--- src/rtl/lfsr_burst_ctrl.sv ---
// -----------------------------------------------------------------------------
// lfsr_burst_ctrl
//   Burst sequencer around an N-bit two-tap Fibonacci-style LFSR. Software loads
//   a seed and starts a burst of len_i words. Each word is offered on a
//   valid/ready stream. The burst ends on completion, abort or LFSR lockup
//   (all-zero state).
//
// Optional feature (macro LFSR_PERIOD_DET_EN):
//   When defined, adds period_o / period_len_o. The first word of each burst is
//   captured. period_o pulses when a handshake brings the LFSR back to that word.
//   period_len_o counts handshakes since the capture.
//
// Ports
//   clk           in   1      rising-edge clock
//   reset_n       in   1      asynchronous active-low reset
//   seed_i        in   N      seed value
//   seed_load_i   in   1      load seed_i (idle only)
//   start_i       in   1      start a burst (idle only)
//   len_i         in   CNT_W  burst length in words, sampled with start_i
//   abort_i       in   1      terminate the running burst without done_o
//   out_ready_i   in   1      consumer ready
//   out_valid_o   out  1      word valid
//   out_data_o    out  N      current LFSR value
//   busy_o        out  1      controller not idle
//   done_o        out  1      one-cycle pulse at burst end (normal or lockup)
//   lockup_o      out  1      sticky: LFSR reached all-zero
//   period_o      out  1      (LFSR_PERIOD_DET_EN) LFSR returned to first word
//   period_len_o  out  CNT_W  (LFSR_PERIOD_DET_EN) handshakes since capture
// -----------------------------------------------------------------------------
module lfsr_burst_ctrl #(
    parameter int unsigned N     = 4,
    parameter int unsigned TAP_A = 1,
    parameter int unsigned TAP_B = 2,
    parameter int unsigned CNT_W = 8
) (
    input  logic             clk,
    input  logic             reset_n,
    input  logic [N-1:0]     seed_i,
    input  logic             seed_load_i,
    input  logic             start_i,
    input  logic [CNT_W-1:0] len_i,
    input  logic             abort_i,
    input  logic             out_ready_i,
    output logic             out_valid_o,
    output logic [N-1:0]     out_data_o,
    output logic             busy_o,
    output logic             done_o,
`ifdef LFSR_PERIOD_DET_EN
    output logic             period_o,
    output logic [CNT_W-1:0] period_len_o,
`endif
    output logic             lockup_o
);

    localparam logic [N-1:0]     LfsrOne = N'(1);
    localparam logic [CNT_W-1:0] CntOne  = CNT_W'(1);

    typedef enum logic [1:0] {
        StIdle = 2'd0,
        StRun  = 2'd1,
        StDone = 2'd2
    } state_e;

    state_e           r_state;
    logic [N-1:0]     r_lfsr;
    logic [CNT_W-1:0] r_remaining;
    logic             r_valid;
    logic             r_busy;
    logic             r_done;
    logic             r_lockup;

    logic [N-1:0]     w_lfsr_next;
    logic [N-1:0]     w_seed_eff;
    logic [N-1:0]     w_start_lfsr;
    logic             w_hs;

    assign w_lfsr_next  = {r_lfsr[N-2:0], r_lfsr[TAP_A] ^ r_lfsr[TAP_B]};
    // An all-zero seed would lock the LFSR immediately, so it is replaced by 1.
    assign w_seed_eff   = (seed_i == '0) ? LfsrOne : seed_i;
    // Value the burst starts from when seed load and start coincide.
    assign w_start_lfsr = seed_load_i ? w_seed_eff : r_lfsr;
    assign w_hs         = r_valid && out_ready_i;

    always_ff @(posedge clk or negedge reset_n) begin
        if (!reset_n) begin
            r_state     <= StIdle;
            r_lfsr      <= LfsrOne;
            r_remaining <= '0;
            r_valid     <= 1'b0;
            r_busy      <= 1'b0;
            r_done      <= 1'b0;
            r_lockup    <= 1'b0;
        end else begin
            unique case (r_state)
                StIdle: begin
                    if (seed_load_i) begin
                        r_lfsr   <= w_seed_eff;
                        r_lockup <= 1'b0;
                    end
                    if (start_i) begin
                        r_busy <= 1'b1;
                        // A zero-length burst, or a start from a locked-up LFSR, ends at
                        // once: the all-zero word is never offered.
                        if (len_i == '0 || w_start_lfsr == '0) begin
                            r_state <= StDone;
                            r_done  <= 1'b1;
                        end else begin
                            r_remaining <= len_i;
                            r_state     <= StRun;
                            r_valid     <= 1'b1;
                        end
                    end
                end

                StRun: begin
                    if (abort_i) begin
                        // Abort beats a same-cycle handshake; nothing is transferred.
                        r_state     <= StIdle;
                        r_valid     <= 1'b0;
                        r_busy      <= 1'b0;
                        r_remaining <= '0;
                    end else if (w_hs) begin
                        if (w_lfsr_next == '0) begin
                            r_lfsr      <= '0;
                            r_lockup    <= 1'b1;
                            r_state     <= StDone;
                            r_valid     <= 1'b0;
                            r_done      <= 1'b1;
                            r_remaining <= '0;
                        end else begin
                            r_lfsr      <= w_lfsr_next;
                            r_remaining <= r_remaining - CntOne;
                            if (r_remaining == CntOne) begin
                                r_state <= StDone;
                                r_valid <= 1'b0;
                                r_done  <= 1'b1;
                            end
                        end
                    end
                end

                StDone: begin
                    r_state <= StIdle;
                    r_done  <= 1'b0;
                    r_busy  <= 1'b0;
                end

                default: begin
                    r_state <= StIdle;
                    r_valid <= 1'b0;
                    r_busy  <= 1'b0;
                    r_done  <= 1'b0;
                end
            endcase
        end
    end

    assign out_valid_o = r_valid;
    assign out_data_o  = r_lfsr;
    assign busy_o      = r_busy;
    assign done_o      = r_done;
    assign lockup_o    = r_lockup;

`ifdef LFSR_PERIOD_DET_EN
    logic [N-1:0]     r_capture;
    logic             r_period;
    logic [CNT_W-1:0] r_period_len;
    logic             w_burst_go;
    logic             w_run_hs;

    assign w_burst_go = (r_state == StIdle) && start_i;
    assign w_run_hs   = (r_state == StRun) && !abort_i && w_hs;

    always_ff @(posedge clk or negedge reset_n) begin
        if (!reset_n) begin
            r_capture    <= '0;
            r_period     <= 1'b0;
            r_period_len <= '0;
        end else if (w_burst_go) begin
            r_capture    <= w_start_lfsr;
            r_period     <= 1'b0;
            r_period_len <= '0;
        end else begin
            // The lockup word (zero) can never match, since the capture is never zero.
            r_period <= w_run_hs && (w_lfsr_next == r_capture);
            if (w_run_hs && r_period_len != '1) begin
                r_period_len <= r_period_len + CntOne;
            end
        end
    end

    assign period_o     = r_period;
    assign period_len_o = r_period_len;
`endif

endmodule
--- config.mk ---
export PLATFORM = sky130hd
export DESIGN_NAME = lfsr_burst_ctrl
export DESIGN_NICKNAME = d
export VERILOG_FILES = /design/src/rtl/lfsr_burst_ctrl.sv
export SDC_FILE = /design/constraint.sdc
export NUM_CORES = 1
export LEC_CHECK = 0
export CORE_MARGIN = 5
export CORE_UTILIZATION = 35
export CTS_CLUSTER_DIAMETER = 200
export DETAILED_ROUTE_END_ITERATION = 10
export GPL_TIMING_DRIVEN = 0
export PLACE_DENSITY = 0.61
export SYNTH_ARGS = -nofsm -noshare
export SYNTH_HDL_FRONTEND = slang
export SYNTH_SLANG_ARGS = --single-unit
--- constraint.sdc ---
create_clock -name clk -period 1.6 [get_ports clk]
set_input_delay 0.32 -clock clk [delete_from_list [all_inputs] [get_ports clk]]
set_output_delay 0.32 -clock clk [all_outputs]
set_load 0.02 [all_outputs]
Word-level counts from Yosys, hierarchy flattened
Cells that the tools add are included.

word-level totals
  bits in registers = 18
  bits of input ports = 18
  output and inout bits = 8
  logic and storage cells = 80

cells by class
  add/sub/neg operators = 1
  equal/unequal tests = 14
  mux-type cells = 41
  bitwise logic cells = 2
  reductions and logical operators = 15

operators with widths
  operator                                          number
  2-to-1 mux 8 bit                                  5
  2-to-1 mux 4 bit                                  5
  2-to-1 mux 1 bit                                  18
  inequality test 2 bit, second input constant      8
  case mux 8 bit (2 select lines)                   1
  AND reduction 5 bit                               3
  zero test 4 bit                                   3
  2-to-1 mux 2 bit                                  6
  == test 8 x 1 -> 1 bit, second input constant     1
  zero test 8 bit                                   1
  case mux 4 bit (2 select lines)                   1
  subtractor 8 x 1 -> 8 bit, second input constant  1
  inequality test 3 bit, second input constant      2
  case mux 1 bit (2 select lines)                   3
  AND reduction 3 bit                               2
  inequality test 4 bit, second input constant      1
  case mux 2 bit (2 select lines)                   1
  AND reduction 4 bit                               1
  case mux 1 bit (3 select lines)                   1
  == test 2 x 1 -> 1 bit, second input constant     1
  == test 2 bit, second input constant              1
  zero test 2 bit                                   1
  AND reduction 2 bit                               1
  nonzero test 2 bit                                1
  other kinds (4)                                   4

Logic depth before layout (Yosys ltp)
  depth in word-level cells = 8
  mapped depth = 6
  gate-level depth less buffers = 6

Least setup slack after synthesis
No wires, ideal clock.

  path kind = reg-to-reg
  start point = register r_lfsr[2], in the netlist out_data_o[2]
  end point = register r_remaining[5]
  setup time = 0.129 ns
  arrival time = 1.744 ns
  required time = 1.471 ns
  slack = -0.273 ns
  stages on the path, launching flop included = 7
  buffers on the path = 0
  clock period less this slack = 1.873 ns
  cells stage by stage = dfrtp_1 -> inv_1 -> ha_1 -> or3b_2 -> nand2_1 -> o221ai_1 -> o2bb2ai_1

between the ends
  cells in the longest elaborated chain, start to end = 6
  elaborated cells on any way between the ends = 11
  those cells by class = eq/ne (1); mux (5); bitwise (1); reduce/logical (4)

ends and longest elaborated chain
  item                             line  source
  start: declaration               65    logic [N-1:0] r_lfsr;
  start signal: assignment         87    r_lfsr <= LfsrOne;
  start signal: assignment         97    r_lfsr <= w_seed_eff;
  start signal: assignment         131   r_lfsr <= w_lfsr_next;
  XOR 1 bit                        77    assign w_lfsr_next = {r_lfsr[N-2:0], r_lfsr[TAP_A] ^ r_lfsr[TAP_B]};
  zero test 4 bit                  123   if (w_lfsr_next == '0) begin
  2-to-1 mux 8 bit                 123
  2-to-1 mux 8 bit                 122   end else if (w_hs) begin
  2-to-1 mux 8 bit                 116   if (abort_i) begin
  case mux 8 bit (2 select lines)  94    unique case (r_state)
  end signal: assignment           108   r_remaining <= len_i;
  end signal: assignment           132   r_remaining <= r_remaining - CntOne;
  end: declaration                 66    logic [CNT_W-1:0] r_remaining;

Parallel ways exist; a longest one is shown, timed or not. The select of a mux whose other input is x is not followed.
A chain may end at the register's enable or synchronous reset.

Worst setup path in the final report
  start point = register r_lfsr[1], in the netlist out_data_o[1]
  end point = register r_remaining[4]

Same word-level chain as after synthesis.

==> summary.txt <==
Global routing
  • Initial antenna violation count: 0
  • First-pass GRT wire length: 5.67 mm
  • Pin count of the biggest net entering global routing: 19
  • Vias in the first global route: 1,214
  • Remaining global-route overflow: 0
  • Tot GR Track Use: 0.162

Layout
  • Design Area, Final: 1800 sq um
  • Diode count: 0
  • Layout area overhead: 51.0%
  • Fin nets: 187
  • Fraction of layout cells with a size suffix above 1: 0.352

Clock network
  • Hold-fix buffers, CTS: 0
  • Sink Count: 18
  • H-tree depth: 1
  • Clk pin slew, worst setup/hold paths: 110 ps
  • CTS tree: built
  • Clock Latency Late Sink: 300 ps
  • Maximum clock path buffer count: 2
  • Inserted Clock Buffers: 3
  • Clk root buf: clkbuf_4

Synth
  • Post-synth EDFFs: 0
  • Mapped Area: 1190 sq um
  • Ys Warns: 0
  • Syn_nets: 149
  • Synth Register Bits: 18
  • Most area-consuming cells after synthesis: dfrtp_1 (36%), o2bb2ai_1 (3.7%), o21ai_0 (3.4%)
  • Dominant cell type by area after synthesis: dfrtp_1
  • Post-synthesis sequential area ratio: 0.378
  • Synth cell types: 44
  • Most frequent cell after synthesis: dfrtp_1
  • Most frequent cells after synthesis: dfrtp_1 (17), inv_1 (9), o21ai_0 (8)
  • Syn_area_per_cell: 9.34 sq um
  • Syn Inst Count: 128
  • Top-area cell type share of the netlist area: 0.356
  • Post-synth top flop: dfrtp_1
  • Async SR Flop Fraction: 1.00

Worst setup path
  • Slowest stage cell, crit path: or4_4
  • CP Capture Type: flop
  • Family with the most delay on the worst path: compound AO/OA/AOI/OAI gates
  • Startpoint types: flop
  • Critical path cell sequence: or4_4 > o22a_1 > buf_6 > buf_6 > o211ai_1 > o2bb2ai_2
  • Crit path max fanout: 5
  • R2R cell count: 6
  • Most used cell, CP: buf_6
  • FF-to-FF setup slack: -180 ps
  • Buf+Inv Stages, Crit Path: 2
  • CP peak stage delay: 490 ps
  • Reg-to-Reg End: r_remaining[4]
  • WP data required: 1830 ps
  • Setup CP Type: flop to flop
  • Worst setup startpoint: out_data_o[1]
  • Critical Path AT: 2020 ps
  • Launching point of the worst reg2reg path: out_data_o[1]

Run status
  • Failing checks: setup timing
  • Status: finished with violations

Floorplan
  • Initial Util: 0.361
  • # IOs: 26
  • Die area: 4680 sq um
  • Area of the core: 3310 sq um
  • Die width: 68.4 microns
  • Die height: 68.4 microns
  • # rows: 21

Timing
  • Least-Margin Pin Slew: 861 ps
  • Fin. Hold Viols: 0
  • RSZ-0062 raised after global routing: yes
  • Worst clock skew: 3.65 ps
  • Post-route clock period utilization: 1.11
  • Final worst slack: -183 ps
  • Number of setup violations in the final report: 14
  • Slew margin rel.: 0.424
  • Tmin final: 1780 ps
  • Slew Limit Fails: 0
  • F_max: 0.561 GHz

Worst hold path
  • Hold Path Cell Cnt: 3
  • Worst Hold Endpoint: r_remaining[7]
  • Worst Hold Launch: len_i[7]
  • Hold Crit Class: input pin to flop

Route
  • DR vias: 1,209
  • DRC Markers: 0
  • DR pass1 iterations: 4
  • Drt wl/cell: 17.0 microns
  • Routed wire length: 3.59 mm
  • Post-route ant nets: 0
  • Vias per inst: 5.73
  • Drt initial violations: 59

Placed design
  • Placed Area: 1540 sq um
  • Detail Placement HPWL: 2.37 mm
  • I/O Buffers: 25
  • RePlAce Congestion: 0.779

Power
  • Maximum vdd ir drop: 0.644 mV
  • Final total power: 0.00337 W
  • Pleak: 0.732 nW
  • Power Density: 1870 nW/um^2

Flow run
  • Max-Cap Viols: 0
[power breakdown]
group          leakage (nW)  switching [W]  internal (W)
clock network        0.0210       0.000158      0.000139
logic                 0.492        0.00115      0.000989
registers             0.219       0.000255      0.000685
total                 0.732        0.00156       0.00181
[timing repair]
| item | 4_1_cts | 5_1_grt |
|---|---|---|
| buffers inserted | 4 | 4 |
| pin swaps | 10 | 2 |
| resized for setup | 37 | 25 |
| setup endpoints to repair | 25 | 18 |
| gates cloned | 0 | 0 |
[layout by cell type, fill, tap and decap left out, types with 2 or more instances in the layout]
master and n:
a21oi_1 5, a221oi_2 2, a22o_1 2, a22oi_1 5
a32oi_1 3, buf_12 2, buf_2 2, buf_4 5
buf_6 3, clkbuf_2 2, clkbuf_4 3, clkdlybuf4s50_1 8
dfrtp_1 15, dfrtp_2 2, dlygate4sd2_1 15, ha_1 2
inv_1 7, inv_2 2, mux2i_1 2, nand2_1 3
nand2_4 2, nand2b_1 2, nand3_1 4, nand3_2 2
nor2_1 6, nor2b_1 2, nor3_1 3, nor3_2 2
o21ai_0 4, o21ai_1 3, o221ai_1 2, o221ai_2 2
o22ai_1 2, o2bb2ai_2 5, or3b_4 3, or4_4 3
[sequential cells by signal, summed over array words and instances (netlist names)]
name,flops
lockup_o,1
out_data_o,4
out_valid_o,1
r_state,2
busy_o,1
r_remaining,8
done_o,1
[per-layer routing]
metal / GRT usage / share of wire / vias up
met2: 0.268 / 0.50 / 28
met3: 0.0230 / 0.050 / 5
met4: 0.0596 / 0.0086 / 0
li1: - / - / 584
met1: 0.211 / 0.44 / 592
met5: 0 / 0 / -
[metrics by stage]
step	setup WS [ps]	util	TNS, ps	hold WS, ps	std cells
floorplan	-138	-	-978	24.4	128
global placement	-735	0.465	-9310	484	199
detailed placement	-741	0.465	-9210	493	199
CTS	-176	0.512	-1770	469	207
global route	-243	0.545	-2520	494	211
finish	-183	0.545	-1650	462	211
[logic make-up (layout without fill, tap and decap cells)]
group                      count (synthesis)  count (layout)  synth area share
AOI/OAI and AO/OA                         49              49             0.320
adders and majority gates                  3               3            0.0314
buffers and inverters                     14              51            0.0523
DFF                                       18              18             0.378
muxes                                      2               2            0.0168
and+or+nand+nor                           42              42             0.201
[how the worst max path moves through the flow]
| stage | end | slack (ps) | cells past startpoint |
|---|---|---|---|
| 6_report | r_remaining[4] | -180 | 6 |
| 5_1_grt | r_remaining[2] | -240 | 6 |
| 4_1_cts | r_remaining[2] | -180 | 6 |
| 3_5_place_dp | r_remaining[1] | -740 | 6 |
| 3_3_place_gp | r_remaining[0] | -730 | 6 |
| 2_1_floorplan | r_remaining[0] | -140 | 5 |
[worst register-to-register path, delay by kind of cell (launching register included)]
kind	cells	cell delay, ps
buffers and inverters	2	260
flip-flops	1	440
AO/OA/AOI/OAI	3	540
AND/OR/NAND/NOR	1	490
[final cells by class]
| cell class | count | area (sq um) |
|---|---|---|
| plain buffers | 5 | 33.8 |
| clock buffers | 4 | 36.3 |
| fillers | 325 | 1510 |
| inverters | 9 | 33.8 |
| multi-input cells | 96 | 867 |
| flip-flops and latches | 18 | 454 |
| well taps | 46 | 57.6 |
| repair buffers | 33 | 322 |
(Power assumes the default switching activity.)
==> RTL edit, RTL diff (same flow settings) <==
Build with the macro `LFSR_PERIOD_DET_EN` defined.
--- a/src/rtl/lfsr_burst_ctrl.sv
+++ b/src/rtl/lfsr_burst_ctrl.sv
@@ -27,6 +27,8 @@
 //   period_o      out  1      (LFSR_PERIOD_DET_EN) LFSR returned to first word
 //   period_len_o  out  CNT_W  (LFSR_PERIOD_DET_EN) handshakes since capture
 // -----------------------------------------------------------------------------
+`define LFSR_PERIOD_DET_EN
+
 module lfsr_burst_ctrl #(
     parameter int unsigned N     = 4,
     parameter int unsigned TAP_A = 1,
Function (old outputs only; new: period_len_o and period_o): kept (equiv_simple and equiv_induct, registers matched by name and starting in step).
==> RTL edit against the unedited design <==
The flow still finishes with violations (setup timing); worst setup slack lost 0.016 ns; sequential share of layout area grew 3.1 points; synthesized area rose by 56%; highest routed layer unchanged; fmax shrank 0.92%; routed wire length increased by 53%; cell area increased by 54%; hold slack got worse by 0.36 ns; sequential cell count up 13; total power increased by 49%.
==> RTL edit: results (changes against the unedited design) <==
metric,value,unit,change
slowest_stage,dfrtp_2,,
htreeDepth,2,,+1
fill_cells,487,,+50%
portBuffers,33,,+32%
p_leak,1.19,nW,+63%
fin_ws,-0.199,ns,-0.0165 ns
drive_gt1_share,33.3,%,-1.8 points
synth_area_leaders,"dfrtp_1 40%, o2bb2ai_1 4.2%, a21oi_1 3.5%, nand2_1 3.4%, nor2_1 2.8%",,
tightest_slew,0.757,ns,-0.104 ns
grt_pass1_wl,9.36,mm,+65%
nNetsFinal,285,,+52%
wire_per_inst,16.4,um,-3.3%
clk_latency,0.28,ns,-0.02 ns
ys_types,51,,+16%
place_inst,300,,+51%
grt_max_degree,32,,+13
status,"finished, violations left",,
grt_pass1_vias,1894,,+56%
vias,1802,,+49%
dpl_worst_slack,-0.588,ns,+0.154 ns
drtIter0Drc,113,,+92%
peakVddDrop,0.990,mV,+54%
synthMuxAreaShare,3.29,%,+1.6 points
critical_path_arrival,1.95,ns,-0.07 ns
clkSlewWorstSetupHoldPaths,0.07,ns,-0.04 ns
clockRootBuffer,clkbuf_8,,
gp_congestion,0.836,,+7.3%
synth_compound_area_share,25.2,%,-6.8 points
grt_use_total,16.3,%,+0.18 points
ff2ff_path_depth,7,,+1
setup_violations,13,,-1
clock-skew-final,0.00724,ns,+0.00360 ns
critical-path-top-delay-family,simple AND/OR/NAND/NOR gates,,
yosys.area_share.xor_xnor,1.88,%,+1.9 points
min_path_type,in -> async,,
syn-num-nets,219,,+47%
post_drt_via_cell_ratio,5.40,,-5.8%
violations,setup timing,,
RTL edit: cell type report:
cell class / instances / share of cell area, %
Inverter: 8 / 1.08
Multi-Input combinational cell: 151 / 42.6
Sequential cell: 31 / 28.3
Buffer: 7 / 1.84
Timing Repair Buffer: 59 / 18.8
Clock buffer: 6 / 2.96
Tap cell: 70 / 3.14
Clock inverter: 2 / 1.26
RTL edit: cell families (layout without fill, tap and decap cells):
logic type	after synthesis	in the layout
AOI/OAI and AO/OA	61	61
xor gates and xnor gates	4	4
adders and majority gates	4	4
buffers and inverters	15	82
DFF	31	31
muxes	6	6
and+or+nand+nor	76	76
RTL edit: how the worst min path moves through the flow:
stage | startpoint | end | slack, ns
2_1_floorplan | reset_n | busy_o | 0.02
3_3_place_gp | r_capture[0] | r_capture[0] | 0.49
3_5_place_dp | reset_n | period_len_o[7] | 0.42
4_1_cts | reset_n | lockup_o | 0.11
5_1_grt | reset_n | period_len_o[6] | 0.16
6_report | reset_n | period_len_o[7] | 0.10
RTL edit: per-layer routing:
metal / share of wire (%) / routed length [um] / vias up / GRT usage, %
met5: 0 / 0 / - / 0
met4: 1.6 / 89 / 0 / 5.05
met3: 5.5 / 300 / 9 / 4.65
met2: 48 / 2660 / 52 / 26.9
met1: 44 / 2440 / 869 / 20.7
li1: - / - / 872 / -
RTL edit: stage by stage:
stage | TNS, ns | hold slack (ns) | cell area, um2
floorplan | -1.40 | 0.0244 | 1910
global placement | -26.51 | 0.486 | 2330
detailed placement | -11.06 | 0.419 | 2320
CTS | -1.70 | 0.110 | 2710
global route | -2.66 | 0.156 | 2790
finish | -1.71 | 0.102 | 2790
RTL edit: repair_timing:
item,4_1_cts,5_1_grt
gates resized for setup,39,19
pin swaps,11,9
setup buffers,23,2
hold buffers,0,0
cloned,1,0
endpoints found under the setup margin,40,24
endpoints found under the hold margin,0,0
RTL edit: report_power, final:
group / leakage [nW] / total [mW] / switching, mW / internal, mW
logic: 0.749 / 2.85 / 1.48 / 1.38
clock network: 0.0612 / 0.807 / 0.303 / 0.504
registers: 0.379 / 1.38 / 0.289 / 1.09
